**src/rtl/mem_access_unit_if.sv**
```systemverilog
// Bundles the MEM-stage request/response handshake and the DataMemory port of mem_access_unit.
// The slave view is the unit; the master view is its environment (MEM stage plus memory).
interface mem_access_unit_if #(
  parameter int unsigned DATA_WIDTH = 32,
  parameter int unsigned ADDR_WIDTH = 4
);
  logic                  req_valid;
  logic                  req_ready;
  logic                  req_we;
  logic [1:0]            req_size;
  logic                  req_unsigned;
  logic [31:0]           req_addr;
  logic [DATA_WIDTH-1:0] req_wdata;
  logic                  rsp_valid;
  logic [DATA_WIDTH-1:0] rsp_rdata;
  logic                  rsp_misaligned;
  logic [ADDR_WIDTH-1:0] mem_addr;
  logic                  mem_we;
  logic                  mem_re;
  logic [DATA_WIDTH-1:0] mem_wdata;
  logic [DATA_WIDTH-1:0] mem_rdata;

  modport slave (
    input  req_valid, req_we, req_size, req_unsigned, req_addr, req_wdata, mem_rdata,
    output req_ready, rsp_valid, rsp_rdata, rsp_misaligned, mem_addr, mem_we, mem_re, mem_wdata
  );

  modport master (
    output req_valid, req_we, req_size, req_unsigned, req_addr, req_wdata, mem_rdata,
    input  req_ready, rsp_valid, rsp_rdata, rsp_misaligned, mem_addr, mem_we, mem_re, mem_wdata
  );
endinterface

```
**src/rtl/mem_access_unit.sv**
```systemverilog
// Load/store initiator for a word-only DataMemory: sub-word loads are extracted and extended,
// sub-word stores are merged by read-modify-write, misaligned requests are rejected untouched.
module mem_access_unit #(
  parameter int unsigned DATA_WIDTH = 32,
  parameter int unsigned ADDR_WIDTH = 4
) (
  input logic             clk,
  input logic             rst,
  mem_access_unit_if.slave bus
);

  typedef enum logic [2:0] {IDLE, LOAD, RMW_RD, WRITE, RESP} state_t;

  state_t                r_state;
  state_t                w_next;
  logic                  r_we;
  logic [1:0]            r_size;
  logic                  r_unsigned;
  logic [1:0]            r_lane;
  logic [15:0]           r_wdata;
  logic [ADDR_WIDTH-1:0] r_addr;
  logic [DATA_WIDTH-1:0] r_mem_wdata;
  logic [DATA_WIDTH-1:0] r_rsp_rdata;
  logic                  r_rsp_mis;

  logic                  w_accept;
  logic                  w_mis;
  logic [7:0]            w_byte;
  logic [15:0]           w_half;
  logic [DATA_WIDTH-1:0] w_load_data;
  logic [DATA_WIDTH-1:0] w_merged;
  logic                  w_unused;

  assign w_accept = bus.req_valid && (r_state == IDLE) && !rst;
  assign w_mis    = (bus.req_size == 2'b11) ||
                    ((bus.req_size == 2'b01) && bus.req_addr[0]) ||
                    ((bus.req_size == 2'b10) && (bus.req_addr[1:0] != 2'b00));
  // Address bits above the word index are deliberately ignored (accesses wrap).
  assign w_unused = ^bus.req_addr[31:ADDR_WIDTH+2];

  always_comb begin
    w_byte = bus.mem_rdata[{r_lane, 3'b000} +: 8];
    w_half = r_lane[1] ? bus.mem_rdata[31:16] : bus.mem_rdata[15:0];
    case (r_size)
      2'b00:   w_load_data = r_unsigned ? {{(DATA_WIDTH-8){1'b0}}, w_byte}
                                        : {{(DATA_WIDTH-8){w_byte[7]}}, w_byte};
      2'b01:   w_load_data = r_unsigned ? {{(DATA_WIDTH-16){1'b0}}, w_half}
                                        : {{(DATA_WIDTH-16){w_half[15]}}, w_half};
      default: w_load_data = bus.mem_rdata;
    endcase
    w_merged = bus.mem_rdata;
    if (r_size == 2'b00) w_merged[{r_lane, 3'b000} +: 8] = r_wdata[7:0];
    else                 w_merged[{r_lane[1], 4'b0000} +: 16] = r_wdata;
  end

  always_comb begin
    w_next             = r_state;
    bus.req_ready      = 1'b0;
    bus.mem_re         = 1'b0;
    bus.mem_we         = 1'b0;
    bus.rsp_valid      = 1'b0;
    bus.rsp_rdata      = r_rsp_rdata;
    bus.rsp_misaligned = r_rsp_mis;
    bus.mem_addr       = r_addr;
    bus.mem_wdata      = r_mem_wdata;
    case (r_state)
      IDLE: begin
        bus.req_ready = !rst;
        if (w_accept) begin
          if (w_mis)                        w_next = RESP;
          else if (!bus.req_we)             w_next = LOAD;
          else if (bus.req_size == 2'b10)   w_next = WRITE;
          else                              w_next = RMW_RD;
        end
      end
      LOAD: begin
        bus.mem_re = !rst;
        w_next     = RESP;
      end
      RMW_RD: begin
        bus.mem_re = !rst;
        w_next     = WRITE;
      end
      WRITE: begin
        bus.mem_we = !rst;
        w_next     = RESP;
      end
      RESP: begin
        bus.rsp_valid = 1'b1;
        w_next        = IDLE;
      end
      default: w_next = IDLE;
    endcase
  end

  always_ff @(posedge clk) begin
    if (rst) begin
      r_state     <= IDLE;
      r_we        <= 1'b0;
      r_size      <= '0;
      r_unsigned  <= 1'b0;
      r_lane      <= '0;
      r_wdata     <= '0;
      r_addr      <= '0;
      r_mem_wdata <= '0;
      r_rsp_rdata <= '0;
      r_rsp_mis   <= 1'b0;
    end else begin
      r_state <= w_next;
      case (r_state)
        IDLE: begin
          if (w_accept) begin
            r_we       <= bus.req_we;
            r_size     <= bus.req_size;
            r_unsigned <= bus.req_unsigned;
            r_lane     <= bus.req_addr[1:0];
            r_wdata    <= bus.req_wdata[15:0];
            r_addr     <= bus.req_addr[ADDR_WIDTH+1:2];
            if (w_mis) begin
              r_rsp_rdata <= '0;
              r_rsp_mis   <= 1'b1;
            end else if (bus.req_we && (bus.req_size == 2'b10)) begin
              r_mem_wdata <= bus.req_wdata;
            end
          end
        end
        LOAD: begin
          r_rsp_rdata <= w_load_data;
          r_rsp_mis   <= 1'b0;
        end
        RMW_RD: r_mem_wdata <= w_merged;
        WRITE: begin
          r_rsp_rdata <= '0;
          r_rsp_mis   <= 1'b0;
        end
        default: ;
      endcase
    end
  end

endmodule

```
**src/flat_wrapper.sv**
```systemverilog
// flat-port wrapper written by rule: the top's interface ports become plain ports
module mem_access_unit_flat 
#(
  parameter int unsigned DATA_WIDTH = 32,
  parameter int unsigned ADDR_WIDTH = 4
)
  (clk, rst, bus_req_valid, bus_req_we, bus_req_size, bus_req_unsigned, bus_req_addr, bus_req_wdata, bus_mem_rdata, bus_req_ready, bus_rsp_valid, bus_rsp_rdata, bus_rsp_misaligned, bus_mem_addr, bus_mem_we, bus_mem_re, bus_mem_wdata);
  mem_access_unit_if #(.DATA_WIDTH(DATA_WIDTH), .ADDR_WIDTH(ADDR_WIDTH)) bus_i ();
  input logic clk;
  input logic rst;
  input wire logic [$bits(bus_i.req_valid)-1:0] bus_req_valid;
  input wire logic [$bits(bus_i.req_we)-1:0] bus_req_we;
  input wire logic [$bits(bus_i.req_size)-1:0] bus_req_size;
  input wire logic [$bits(bus_i.req_unsigned)-1:0] bus_req_unsigned;
  input wire logic [$bits(bus_i.req_addr)-1:0] bus_req_addr;
  input wire logic [$bits(bus_i.req_wdata)-1:0] bus_req_wdata;
  input wire logic [$bits(bus_i.mem_rdata)-1:0] bus_mem_rdata;
  output wire logic [$bits(bus_i.req_ready)-1:0] bus_req_ready;
  output wire logic [$bits(bus_i.rsp_valid)-1:0] bus_rsp_valid;
  output wire logic [$bits(bus_i.rsp_rdata)-1:0] bus_rsp_rdata;
  output wire logic [$bits(bus_i.rsp_misaligned)-1:0] bus_rsp_misaligned;
  output wire logic [$bits(bus_i.mem_addr)-1:0] bus_mem_addr;
  output wire logic [$bits(bus_i.mem_we)-1:0] bus_mem_we;
  output wire logic [$bits(bus_i.mem_re)-1:0] bus_mem_re;
  output wire logic [$bits(bus_i.mem_wdata)-1:0] bus_mem_wdata;
  assign bus_i.req_valid = bus_req_valid;
  assign bus_i.req_we = bus_req_we;
  assign bus_i.req_size = bus_req_size;
  assign bus_i.req_unsigned = bus_req_unsigned;
  assign bus_i.req_addr = bus_req_addr;
  assign bus_i.req_wdata = bus_req_wdata;
  assign bus_i.mem_rdata = bus_mem_rdata;
  assign bus_req_ready = bus_i.req_ready;
  assign bus_rsp_valid = bus_i.rsp_valid;
  assign bus_rsp_rdata = bus_i.rsp_rdata;
  assign bus_rsp_misaligned = bus_i.rsp_misaligned;
  assign bus_mem_addr = bus_i.mem_addr;
  assign bus_mem_we = bus_i.mem_we;
  assign bus_mem_re = bus_i.mem_re;
  assign bus_mem_wdata = bus_i.mem_wdata;
  mem_access_unit #(.DATA_WIDTH(DATA_WIDTH), .ADDR_WIDTH(ADDR_WIDTH)) u_core (.clk(clk), .rst(rst), .bus(bus_i));
endmodule
```
**config.mk**
```make
export PLATFORM = sky130hd
export DESIGN_NAME = mem_access_unit_flat
export DESIGN_NICKNAME = d
export VERILOG_FILES = /design/src/rtl/mem_access_unit_if.sv /design/src/rtl/mem_access_unit.sv /design/src/flat_wrapper.sv
export SDC_FILE = /design/constraint.sdc
export NUM_CORES = 1
export LEC_CHECK = 0
export CORE_MARGIN = 3
export CORE_UTILIZATION = 34
export DETAILED_ROUTE_END_ITERATION = 10
export PLACE_DENSITY = 0.76
export SLEW_MARGIN = 20
export SYNTH_ARGS = -nofsm -noshare
export SYNTH_HDL_FRONTEND = slang
export SYNTH_SLANG_ARGS = --single-unit
```
**constraint.sdc**
```tcl
create_clock -name clk -period 3.2 [get_ports clk]
set_input_delay 0.96 -clock clk [delete_from_list [all_inputs] [get_ports clk]]
set_output_delay 0.96 -clock clk [all_outputs]
set_load 0.01 [all_outputs]
```
==> results of run 1 <==
==> registers in the layout, indices dropped and copies added, names as in the netlist <==
signal	flops
u_core.bus.mem_wdata	32
u_core.bus.rsp_rdata	32
u_core.r_wdata	16
u_core.bus.mem_addr	4
u_core.r_state	3
u_core.r_lane	2
u_core.r_size	2
u_core.bus.rsp_misaligned	1
u_core.r_unsigned	1
==> synth_stat cells (all sizes together) (3+ instances only) <==
master   number  area (µm²)
a221oi       33         289
nand2        71         267
o21ai        18        90.1
nand2b       25         156
a22o         17         149
o21a          3        22.5
clkbuf       35         131
and3b         7        61.3
buf          10        60.1
and2          9        56.3
a32o          8        80.1
a2111oi      16         208
dfxtp        93        1860
nor4b         4        41.3
mux2          9         101
nor2          8        30.0
inv           7        26.3
nor2b         9        56.3
nand3         3        15.0
a211oi       33         260
nand3b       23         173
ha            5        62.6
or3          10        67.6
a31oi         4        25.0
o31ai         3        22.5
a211o         6        52.6
a21oi        10        50.1
mux2i        33         330
nor3b         3        22.5
==> layer usage <==
layer  vias to the layer above  wire length, µm  share of wire, %  track usage (%)
met3                        29             1070               6.3             3.99
li1                       2272                -                 -                -
met4                         0              403               2.4             7.78
met1                      2280             7590                45             28.8
met5                         -                0                 0                0
met2                       193             7950                47             33.6
==> final timing paths <==
path                           start                      end  slack [ns]
max                              rst            bus_req_ready        0.25
min          u_core.bus.rsp_rdata[5]  u_core.bus.rsp_rdata[5]        0.45
max reg2reg         u_core.r_lane[0]  u_core.bus.mem_wdata[0]        0.55
min reg2reg  u_core.bus.rsp_rdata[5]  u_core.bus.rsp_rdata[5]        0.45
==> report_power, final <==
| group | switching, mW | internal (mW) |
|---|---|---|
| registers | 0.0658 | 1.22 |
| logic | 0.299 | 0.276 |
| clock network | 0.468 | 0.708 |
==> critical path: stages <==
cell and delay (ns):
sky130_fd_sc_hd__buf_2 0.11, sky130_fd_sc_hd__nor4_1 0.30, sky130_fd_sc_hd__clkdlybuf4s50_1 0.62
==> per-stage QoR <==
step | hold WS [ns] | instances | power (mW) | cell area (µm²) | utilization [%]
5_1_grt | 0.482 | 844 | 3.15 | 6880 | 49.4
3_5_place_dp | 0.447 | 828 | 1.87 | 6560 | 47.0
4_1_cts | 0.456 | 844 | 3.05 | 6880 | 49.4
2_1_floorplan | 0.453 | 527 | 1.57 | 4860 | -
3_3_place_gp | 0.439 | 828 | 1.86 | 6560 | 47.0
6_report | 0.455 | 844 | 3.03 | 6880 | 49.4
==> layout by cell type (no fill, tap or decap), types with 3 or more instances in the layout <==
| cell | Yosys | layout |
|---|---|---|
| sky130_fd_sc_hd__nand3_1 | 3 | 3 |
| sky130_fd_sc_hd__and2_1 | 9 | 9 |
| sky130_fd_sc_hd__mux2_2 | 9 | 9 |
| sky130_fd_sc_hd__nand2b_1 | 25 | 25 |
| sky130_fd_sc_hd__a31oi_1 | 4 | 4 |
| sky130_fd_sc_hd__a211oi_1 | 32 | 32 |
| sky130_fd_sc_hd__mux2i_1 | 33 | 33 |
| sky130_fd_sc_hd__and3b_1 | 7 | 7 |
| sky130_fd_sc_hd__nor4b_1 | 3 | 3 |
| sky130_fd_sc_hd__a22o_1 | 17 | 17 |
| sky130_fd_sc_hd__a211o_1 | 6 | 6 |
| sky130_fd_sc_hd__buf_4 | 1 | 15 |
| sky130_fd_sc_hd__a32o_1 | 8 | 8 |
| sky130_fd_sc_hd__nand2_1 | 71 | 71 |
| sky130_fd_sc_hd__o31ai_1 | 3 | 3 |
| sky130_fd_sc_hd__nor2b_1 | 9 | 9 |
| sky130_fd_sc_hd__a2111oi_2 | 10 | 10 |
| sky130_fd_sc_hd__nand3b_1 | 23 | 23 |
| sky130_fd_sc_hd__o21a_1 | 3 | 3 |
| sky130_fd_sc_hd__dfxtp_1 | 93 | 93 |
| sky130_fd_sc_hd__a2111oi_1 | 4 | 4 |
| sky130_fd_sc_hd__or3_1 | 9 | 9 |
| sky130_fd_sc_hd__inv_1 | 5 | 5 |
| sky130_fd_sc_hd__o21ai_0 | 8 | 8 |
| sky130_fd_sc_hd__a21oi_1 | 10 | 10 |
| sky130_fd_sc_hd__nor2_1 | 8 | 8 |
| sky130_fd_sc_hd__a221oi_1 | 33 | 33 |
| sky130_fd_sc_hd__clkbuf_16 | 0 | 9 |
| sky130_fd_sc_hd__o21ai_1 | 10 | 10 |
| sky130_fd_sc_hd__nor3b_1 | 3 | 3 |
| sky130_fd_sc_hd__clkdlybuf4s50_1 | 0 | 148 |
| sky130_fd_sc_hd__ha_1 | 5 | 5 |
==> logic make-up (layout without fill, tap and decap cells) <==
group           count (synthesis)  in the layout  share of synthesized area, %
simple gates                  178            178                          20.4
compound gates                156            156                          26.5
flops                          93             93                          38.3
buf+inv                        52            189                          4.48
mux                            42             42                          8.87
fa+ha+maj                       5              5                          1.29
xor+xnor                        1              1                         0.180
==> final cells by class <==
| cell class | instances | area, µm² | area share, % |
|---|---|---|---|
| clock inverters | 5 | 83.8 | 1.22 |
| flip-flops and latches | 93 | 1860 | 27.1 |
| well taps | 180 | 225 | 3.27 |
| repair buffers | 166 | 1640 | 23.8 |
| multi-input cells | 382 | 2800 | 40.7 |
| inverters | 7 | 26.3 | 0.382 |
| clock buffers | 11 | 243 | 3.53 |
==> impl_metrics.prom, run 1 <==
# TYPE chip_impl_metric gauge
chip_impl_metric{name="period_minus_slack",unit="ns"} 2.95
chip_impl_metric{name="slew_viol_final",unit=""} 0
chip_impl_metric{name="die-area",unit="µm²"} 15800
chip_impl_metric{name="drtIter0Drc",unit=""} 377
chip_impl_metric{name="flip_flop_and_latch_count_after_synthesis",unit=""} 93
chip_impl_metric{name="route.detailed.vias_per_inst",unit=""} 5.66
chip_impl_metric{name="initial_core_utilization",unit="%"} 34.9
chip_impl_metric{name="max-cap-violations",unit=""} 0
chip_impl_metric{name="antennaDiodeCount",unit=""} 0
chip_impl_info{name="hold_path_class",value="reg -> reg"} 1
chip_impl_metric{name="finalHoldViolations",unit=""} 0
chip_impl_info{name="tritoncts",value="done"} 1
chip_impl_metric{name="filler_cell_count",unit=""} 1264
chip_impl_metric{name="sink_count_of_the_clock_tree",unit=""} 93
chip_impl_metric{name="count_of_boundary_i_o_pins",unit=""} 176
chip_impl_metric{name="fp.dieW",unit="µm"} 126
chip_impl_metric{name="detailed_place_hpwl",unit="µm"} 12500
chip_impl_info{name="cts-root-buf",value="sky130_fd_sc_hd__clkbuf_16"} 1
chip_impl_metric{name="synth_area",unit="µm²"} 4860
chip_impl_metric{name="crit_arrival",unit="ns"} 1.99
chip_impl_metric{name="synth.avg_cell_area",unit="µm²"} 9.23
chip_impl_metric{name="postSynthNetCount",unit=""} 635
chip_impl_metric{name="total_clock_buffers_created_by_cts",unit=""} 9
chip_impl_metric{name="route.antenna.remaining_nets",unit=""} 0
chip_impl_metric{name="final.period_utilization",unit="%"} 92.1
chip_impl_metric{name="num_vias",unit=""} 4774
chip_impl_metric{name="setup-violations-final",unit=""} 0
chip_impl_metric{name="dpl_worst_slack",unit="ns"} 0.0666
chip_impl_metric{name="timing.clock.skew",unit="ns"} 0.00944
chip_impl_metric{name="post_cts_sizing_count",unit=""} 0
chip_impl_metric{name="clk_latency",unit="ns"} 0.35
chip_impl_metric{name="globalRouteOverflowTotal",unit=""} 0
chip_impl_info{name="timing.critical_path.to_type",value="output port"} 1
chip_impl_metric{name="cts_post_setup_buffers_inserted",unit=""} 0
chip_impl_metric{name="fmax",unit="MHz"} 339
chip_impl_metric{name="global_route.usage.total",unit="%"} 21.2
chip_impl_metric{name="number_of_antenna_violations_at_the_first_check_in_global_routing",unit=""} 0
chip_impl_info{name="synth-main-ff-cell",value="sky130_fd_sc_hd__dfxtp_1"} 1
chip_impl_metric{name="synth.yosys.warnings",unit=""} 0
chip_impl_metric{name="power.density_cell_area",unit="nW/µm²"} 440
chip_impl_metric{name="grt_first_pass_wirelength",unit="µm"} 26600
chip_impl_metric{name="path_clk_slew",unit="ns"} 0.07
chip_impl_metric{name="synth.lib_cells_used.distinct",unit=""} 50
chip_impl_metric{name="critPathRequiredTime",unit="ns"} 2.24
chip_impl_metric{name="setup-tns-final",unit="ns"} 0
chip_impl_metric{name="detail_route.wirelength",unit="µm"} 17000
chip_impl_metric{name="hold_depth",unit=""} 2
chip_impl_metric{name="p_leak",unit="nW"} 2.38
chip_impl_info{name="critPathKind",value="in -> out"} 1
chip_impl_metric{name="wl_per_cell",unit="µm"} 20.2
chip_impl_metric{name="drc_errors",unit=""} 0
chip_impl_metric{name="maxSlewHeadroom",unit="%"} 47.4
chip_impl_metric{name="gp_routability_congestion",unit=""} 0.938
chip_impl_metric{name="grt_pass1_vias",unit=""} 4761
chip_impl_metric{name="dr.pass1.iters",unit=""} 5
chip_impl_metric{name="reg2reg_depth",unit=""} 6
chip_impl_info{name="start_kind",value="input port"} 1
chip_impl_metric{name="vdd_ir_drop_max",unit="µV"} 253
chip_impl_metric{name="postCtsHoldBufs",unit=""} 0
chip_impl_metric{name="asyncSetResetFlopFracSynth",unit="%"} 0
chip_impl_metric{name="worst_slack",unit="ns"} 0.253
chip_impl_metric{name="die_height",unit="µm"} 126
chip_impl_metric{name="post_route_cells_drive_above_1_share",unit="%"} 8.89
chip_impl_metric{name="grt_start_max_net_pins",unit=""} 56
chip_impl_metric{name="clock_tree.htree_level_count",unit=""} 3
chip_impl_metric{name="tightest_slew",unit="ns"} 0.766
chip_impl_metric{name="cts_max_path_buffers",unit=""} 2
chip_impl_info{name="outcome",value="completed"} 1
chip_impl_metric{name="rows",unit=""} 43
chip_impl_info{name="rsz0062_at_grt",value="false"} 1
chip_impl_metric{name="seq_area_frac_synth",unit="%"} 38.3
chip_impl_metric{name="coreArea",unit="µm²"} 13900
chip_impl_metric{name="crit_fanout",unit=""} 3
chip_impl_metric{name="count_of_flip_flops_with_a_built_in_enable_after_synthesis",unit=""} 0
chip_impl_metric{name="layout-area-overhead-vs-synth",unit="%"} 41.5
chip_impl_metric{name="place.port_buffers",unit=""} 149
chip_impl_metric{name="finalNetCount",unit=""} 767
chip_impl_metric{name="synth_cells",unit=""} 527
No activity file was read; power rests on OpenSTA's default activity.
==> inputs of run 2 (changes only) <==
- clock period: 3.2 -> 3.1 ns (I/O delays scaled with it)
==> impl_metrics.prom, run 2 (synthesized netlist as in run 1, its figures left out) <==
# TYPE chip_impl_metric gauge
chip_impl_metric{name="gp_routability_congestion",unit=""} 0.936
chip_impl_metric{name="crit_arrival",unit="ns"} 2.05
chip_impl_metric{name="path_clk_slew",unit="ns"} 0.06
chip_impl_metric{name="rows",unit=""} 43
chip_impl_metric{name="grt_first_pass_wirelength",unit="µm"} 26000
chip_impl_metric{name="finalHoldViolations",unit=""} 0
chip_impl_info{name="critPathKind",value="in -> out"} 1
chip_impl_metric{name="place.port_buffers",unit=""} 149
chip_impl_metric{name="die-area",unit="µm²"} 15800
chip_impl_metric{name="crit_fanout",unit=""} 3
chip_impl_info{name="hold_path_class",value="reg -> reg"} 1
chip_impl_metric{name="coreArea",unit="µm²"} 13900
chip_impl_info{name="worstReg2RegEnd",value="u_core.bus.mem_wdata[1]"} 1
chip_impl_metric{name="maxSlewHeadroom",unit="%"} 49.8
chip_impl_metric{name="finalNetCount",unit=""} 772
chip_impl_metric{name="total_clock_buffers_created_by_cts",unit=""} 9
chip_impl_metric{name="p_leak",unit="nW"} 2.41
chip_impl_metric{name="period_minus_slack",unit="ns"} 2.98
chip_impl_metric{name="count_of_boundary_i_o_pins",unit=""} 176
chip_impl_metric{name="power.density_cell_area",unit="nW/µm²"} 439
chip_impl_metric{name="final.period_utilization",unit="%"} 96.1
chip_impl_metric{name="post_cts_sizing_count",unit=""} 0
chip_impl_info{name="final_cell_mix",value="sky130_fd_sc_hd__clkdlybuf4s50_1, sky130_fd_sc_hd__dfxtp_1, sky130_fd_sc_hd__nand2_1"} 1
chip_impl_metric{name="route.antenna.remaining_nets",unit=""} 0
chip_impl_metric{name="fmax",unit="MHz"} 336
chip_impl_metric{name="clk_latency",unit="ns"} 0.35
chip_impl_metric{name="antennaDiodeCount",unit=""} 0
chip_impl_metric{name="fp.dieW",unit="µm"} 126
chip_impl_info{name="start_kind",value="input port"} 1
chip_impl_metric{name="grt_start_max_net_pins",unit=""} 58
chip_impl_metric{name="slew_viol_final",unit=""} 0
chip_impl_info{name="rsz0062_at_grt",value="false"} 1
chip_impl_metric{name="clock_tree.htree_level_count",unit=""} 3
chip_impl_info{name="hold_path_startpoint",value="u_core.bus.rsp_rdata[6]"} 1
chip_impl_metric{name="critPathRequiredTime",unit="ns"} 2.17
chip_impl_metric{name="globalRouteOverflowTotal",unit=""} 0
chip_impl_metric{name="num_vias",unit=""} 4931
chip_impl_metric{name="grt_pass1_vias",unit=""} 4745
chip_impl_metric{name="r2r_slack",unit="ns"} 0.55
chip_impl_info{name="timing.critical_path.to_type",value="output port"} 1
chip_impl_metric{name="global_route.usage.total",unit="%"} 20.6
chip_impl_metric{name="route.detailed.vias_per_inst",unit=""} 5.81
chip_impl_metric{name="post_route_cells_drive_above_1_share",unit="%"} 9.87
chip_impl_info{name="tritoncts",value="done"} 1
chip_impl_metric{name="initial_core_utilization",unit="%"} 34.9
chip_impl_metric{name="detail_route.wirelength",unit="µm"} 17000
chip_impl_metric{name="dr.pass1.iters",unit=""} 6
chip_impl_info{name="worstSetupEndpoint",value="bus_req_ready"} 1
chip_impl_metric{name="layout-area-overhead-vs-synth",unit="%"} 41.9
chip_impl_info{name="cts-root-buf",value="sky130_fd_sc_hd__clkbuf_16"} 1
chip_impl_metric{name="sink_count_of_the_clock_tree",unit=""} 93
chip_impl_metric{name="cts_post_setup_buffers_inserted",unit=""} 0
chip_impl_metric{name="number_of_antenna_violations_at_the_first_check_in_global_routing",unit=""} 0
chip_impl_metric{name="wl_per_cell",unit="µm"} 20.0
chip_impl_metric{name="final_cell_area",unit="µm²"} 6900
chip_impl_metric{name="timing.clock.skew",unit="ns"} 0.00767
chip_impl_metric{name="placedInstanceArea",unit="µm²"} 6590
chip_impl_metric{name="setup-violations-final",unit=""} 0
chip_impl_metric{name="reg2reg_depth",unit=""} 6
chip_impl_metric{name="detailed_place_hpwl",unit="µm"} 12600
chip_impl_metric{name="setup-tns-final",unit="ns"} 0
chip_impl_info{name="outcome",value="completed"} 1
chip_impl_metric{name="max-cap-violations",unit=""} 0
chip_impl_metric{name="postCtsHoldBufs",unit=""} 0
chip_impl_info{name="critPathLaunch",value="rst"} 1
chip_impl_metric{name="cts_max_path_buffers",unit=""} 2
chip_impl_metric{name="tightest_slew",unit="ns"} 0.733
chip_impl_metric{name="vdd_ir_drop_max",unit="µV"} 276
chip_impl_metric{name="drc_errors",unit=""} 0
chip_impl_metric{name="drtIter0Drc",unit=""} 442
chip_impl_info{name="layout.cells.most_common",value="sky130_fd_sc_hd__clkdlybuf4s50_1"} 1
chip_impl_metric{name="die_height",unit="µm"} 126
chip_impl_info{name="rr_startpoint",value="u_core.r_lane[0]"} 1
run 2: changes by cell type in the layout (fill, tap and decap cells not counted), sizes merged:
cell,delta
buf,+5
clkinvlp,-2
clkbuf,+3
bufinv,-2
clkinv,+1
run 2: final cells by class:
cell class                 instances  area (µm²)
fill                            1266        7030
multi-input combinational        382        2810
sequential                        93        1860
timing repair buffer             171        1680
clock buffer                      14         294
tap                              180         225
inverter                           7        26.3
clock inverter                     2        13.8
run 2: worst max-delay path: stages:
cell	delay (ns)
sky130_fd_sc_hd__buf_2	0.11
sky130_fd_sc_hd__nor4_1	0.37
sky130_fd_sc_hd__clkdlybuf4s50_1	0.63
run 2: power breakdown:
| part | switching (mW) | internal [mW] | leakage [nW] | total, mW |
|---|---|---|---|---|
| sequential | 0.0718 | 1.25 | 0.756 | 1.33 |
| combinational | 0.306 | 0.290 | 1.50 | 0.595 |
| clock | 0.455 | 0.653 | 0.155 | 1.11 |
run 2: worst min-delay path by stage:
stage	cells after the start	slack, ns	end
6_report	2	0.45	u_core.bus.rsp_rdata[6]
5_1_grt	1	0.48	u_core.bus.rsp_rdata[11]
4_1_cts	2	0.46	u_core.bus.rsp_rdata[6]
3_5_place_dp	2	0.45	u_core.bus.rsp_rdata[6]
3_3_place_gp	2	0.44	u_core.bus.rsp_rdata[6]
2_1_floorplan	2	0.45	u_core.r_wdata[12]
run 2: routing by layer:
metal	global-route usage, %	up-vias	wire [µm]
met3	4.83	51	1280
met1	27.6	2377	7480
met2	32.1	225	7700
met5	0	-	0
li1	-	2278	-
met4	8.23	0	518
run 2: stage by stage:
stage | setup WS [ns] | power (mW) | hold WS [ns] | util (%) | cells
finish | 0.120 | 3.03 | 0.455 | 49.5 | 849
detailed placement | 0.0473 | 1.94 | 0.452 | 47.3 | 833
CTS | 0.158 | 3.04 | 0.460 | 49.5 | 849
global route | 0.106 | 3.13 | 0.479 | 49.5 | 849
global placement | 0.152 | 1.92 | 0.441 | 47.3 | 833
floorplan | 0.469 | 1.62 | 0.453 | - | 527
==> inputs of run 3 (changes only) <==
- CTS_BUF_LIST: not set -> sky130_fd_sc_hd__clkbuf_4 sky130_fd_sc_hd__clkbuf_8
- GPL_ROUTABILITY_DRIVEN: not set -> 0
==> impl_metrics.prom, run 3 (synthesized netlist as in run 1, its figures left out) <==
# TYPE chip_impl_metric gauge
chip_impl_info{name="outcome",value="completed"} 1
chip_impl_info{name="start_kind",value="flip-flop"} 1
chip_impl_metric{name="grt_pass1_vias",unit=""} 4736
chip_impl_metric{name="global_route.usage.total",unit="%"} 20.5
chip_impl_metric{name="drc_errors",unit=""} 0
chip_impl_metric{name="total_clock_buffers_created_by_cts",unit=""} 9
chip_impl_metric{name="route.antenna.remaining_nets",unit=""} 0
chip_impl_info{name="hold_path_class",value="reg -> reg"} 1
chip_impl_metric{name="vdd_ir_drop_max",unit="µV"} 309
chip_impl_metric{name="max-cap-violations",unit=""} 0
chip_impl_metric{name="post_route_cells_drive_above_1_share",unit="%"} 9.60
chip_impl_metric{name="rows",unit=""} 43
chip_impl_metric{name="layout-area-overhead-vs-synth",unit="%"} 39.6
chip_impl_metric{name="placedInstanceArea",unit="µm²"} 6590
chip_impl_metric{name="tightest_slew",unit="ns"} 0.701
chip_impl_metric{name="globalRouteOverflowTotal",unit=""} 0
chip_impl_metric{name="finalNetCount",unit=""} 771
chip_impl_metric{name="swShare",unit="%"} 28.4
chip_impl_metric{name="maxSlewHeadroom",unit="%"} 51.9
chip_impl_metric{name="register_share_of_total_power",unit="%"} 47.8
chip_impl_metric{name="die-area",unit="µm²"} 15800
chip_impl_info{name="layout.cells.most_common",value="sky130_fd_sc_hd__clkdlybuf4s50_1"} 1
chip_impl_metric{name="reg2reg_depth",unit=""} 6
chip_impl_metric{name="detail_route.wirelength",unit="µm"} 16800
chip_impl_metric{name="setup-tns-final",unit="ns"} 0
chip_impl_metric{name="total_power_draw",unit="mW"} 2.77
chip_impl_metric{name="post_cts_sizing_count",unit=""} 0
chip_impl_metric{name="postCtsHoldBufs",unit=""} 0
chip_impl_metric{name="die_height",unit="µm"} 126
chip_impl_metric{name="grt_start_max_net_pins",unit=""} 58
chip_impl_metric{name="dr.pass1.iters",unit=""} 5
chip_impl_info{name="critPathLaunch",value="u_core.r_state[0]"} 1
chip_impl_metric{name="pwr-share-clk",unit="%"} 30.7
chip_impl_metric{name="p_leak",unit="nW"} 2.35
chip_impl_metric{name="area_taken_by_multi_input_logic_gates",unit="µm²"} 2810
chip_impl_metric{name="number_of_antenna_violations_at_the_first_check_in_global_routing",unit=""} 0
chip_impl_metric{name="crit_arrival",unit="ns"} 2.01
chip_impl_metric{name="setup-violations-final",unit=""} 0
chip_impl_metric{name="timing.clock.skew",unit="ns"} 0.0136
chip_impl_metric{name="clk_latency",unit="ns"} 0.37
chip_impl_metric{name="path_clk_slew",unit="ns"} 0.09
chip_impl_metric{name="dp.cells",unit=""} 832
chip_impl_metric{name="cell_internal_pwr",unit="mW"} 1.98
chip_impl_info{name="worstReg2RegEnd",value="u_core.bus.mem_wdata[1]"} 1
chip_impl_info{name="timing.critical_path.to_type",value="output port"} 1
chip_impl_metric{name="finalHoldViolations",unit=""} 0
chip_impl_metric{name="fp.dieW",unit="µm"} 126
chip_impl_metric{name="filler_cell_count",unit=""} 1243
chip_impl_metric{name="num_vias",unit=""} 4886
chip_impl_metric{name="power_frac_comb",unit="%"} 21.4
chip_impl_info{name="rsz0062_at_grt",value="false"} 1
chip_impl_metric{name="initial_core_utilization",unit="%"} 34.9
chip_impl_metric{name="r2r_slack",unit="ns"} 0.52
chip_impl_metric{name="route.detailed.vias_per_inst",unit=""} 5.77
chip_impl_metric{name="clock_tree.htree_level_count",unit=""} 3
chip_impl_metric{name="period_minus_slack",unit="ns"} 2.94
chip_impl_metric{name="detailed_place_hpwl",unit="µm"} 12400
chip_impl_metric{name="drtIter0Drc",unit=""} 528
chip_impl_metric{name="hold-worst-slack",unit="ns"} 0.447
chip_impl_metric{name="wl_per_cell",unit="µm"} 19.8
chip_impl_metric{name="final-instance-count-excl-fill",unit=""} 847
chip_impl_info{name="rr_startpoint",value="u_core.r_lane[0]"} 1
chip_impl_metric{name="power.density_cell_area",unit="nW/µm²"} 408
chip_impl_info{name="final_cell_mix",value="sky130_fd_sc_hd__clkdlybuf4s50_1, sky130_fd_sc_hd__dfxtp_1, sky130_fd_sc_hd__nand2_1"} 1
chip_impl_metric{name="slew_viol_final",unit=""} 0
chip_impl_metric{name="fmax",unit="MHz"} 340
chip_impl_info{name="worstSetupEndpoint",value="bus_mem_we"} 1
chip_impl_metric{name="cts_max_path_buffers",unit=""} 2
chip_impl_metric{name="coreArea",unit="µm²"} 13900
chip_impl_metric{name="count_of_boundary_i_o_pins",unit=""} 176
chip_impl_metric{name="cts_post_setup_buffers_inserted",unit=""} 0
chip_impl_metric{name="final.period_utilization",unit="%"} 95.0
chip_impl_metric{name="worst_slack",unit="ns"} 0.156
chip_impl_metric{name="critPathRequiredTime",unit="ns"} 2.17
chip_impl_info{name="tritoncts",value="done"} 1
chip_impl_metric{name="grt_first_pass_wirelength",unit="µm"} 25800
chip_impl_metric{name="antennaDiodeCount",unit=""} 0
chip_impl_metric{name="dpl_worst_slack",unit="ns"} 0.0994
chip_impl_info{name="critPathKind",value="reg -> out"} 1
chip_impl_metric{name="p_sw",unit="mW"} 0.787
chip_impl_metric{name="ff_latch_area",unit="µm²"} 1860
chip_impl_metric{name="place.port_buffers",unit=""} 149
chip_impl_metric{name="sink_count_of_the_clock_tree",unit=""} 93
chip_impl_metric{name="layout.core_utilization",unit="%"} 48.7
chip_impl_metric{name="final_cell_area",unit="µm²"} 6790
chip_impl_metric{name="crit_fanout",unit=""} 9
chip_impl_info{name="cts-root-buf",value="sky130_fd_sc_hd__clkbuf_8"} 1
==> run 3: worst min-delay path by stage <==
| stage | start | to | slack [ns] | cells past startpoint |
|---|---|---|---|---|
| floorplan | u_core.r_wdata[12] | u_core.r_wdata[12] | 0.45 | 2 |
| global placement | u_core.bus.rsp_rdata[0] | u_core.bus.rsp_rdata[0] | 0.44 | 2 |
| detailed placement | u_core.bus.rsp_rdata[5] | u_core.bus.rsp_rdata[5] | 0.44 | 2 |
| CTS | u_core.bus.rsp_rdata[5] | u_core.bus.rsp_rdata[5] | 0.45 | 2 |
| global route | u_core.bus.rsp_rdata[5] | u_core.bus.rsp_rdata[5] | 0.47 | 2 |
| finish | u_core.bus.rsp_rdata[5] | u_core.bus.rsp_rdata[5] | 0.45 | 2 |
==> run 3: area by class of cell <==
| type | instances | share of cell area [%] |
|---|---|---|
| multi-input combinational | 382 | 41.3 |
| sequential | 93 | 27.4 |
| timing repair buffer | 170 | 24.6 |
| tap | 180 | 3.32 |
| clock buffer | 14 | 2.56 |
| clock inverter | 1 | 0.442 |
| inverter | 7 | 0.387 |
==> run 3: power groups by stage <==
stage / clock network [mW] / registers [mW] / logic, mW
2_1_floorplan: 0 / 1.33 / 0.292
3_3_place_gp: 0 / 1.35 / 0.571
3_5_place_dp: 0 / 1.35 / 0.584
4_1_cts: 0.869 / 1.32 / 0.588
5_1_grt: 0.910 / 1.33 / 0.639
6_report: 0.850 / 1.32 / 0.594
==> run 3: critical path, stage by stage (launching register included) <==
cell and delay, ns:
sky130_fd_sc_hd__dfxtp_1 0.51, sky130_fd_sc_hd__nor2b_1 0.38, sky130_fd_sc_hd__and3b_1 0.22, sky130_fd_sc_hd__clkdlybuf4s50_1 0.53
==> run 3: layer usage <==
metal	share of wire [%]	global-route usage [%]	vias to the layer above
met2	46	33.1	277
met4	3.2	7.46	0
met5	0	0	-
met3	9.0	5.47	40
met1	42	26.5	2298
li1	-	-	2271
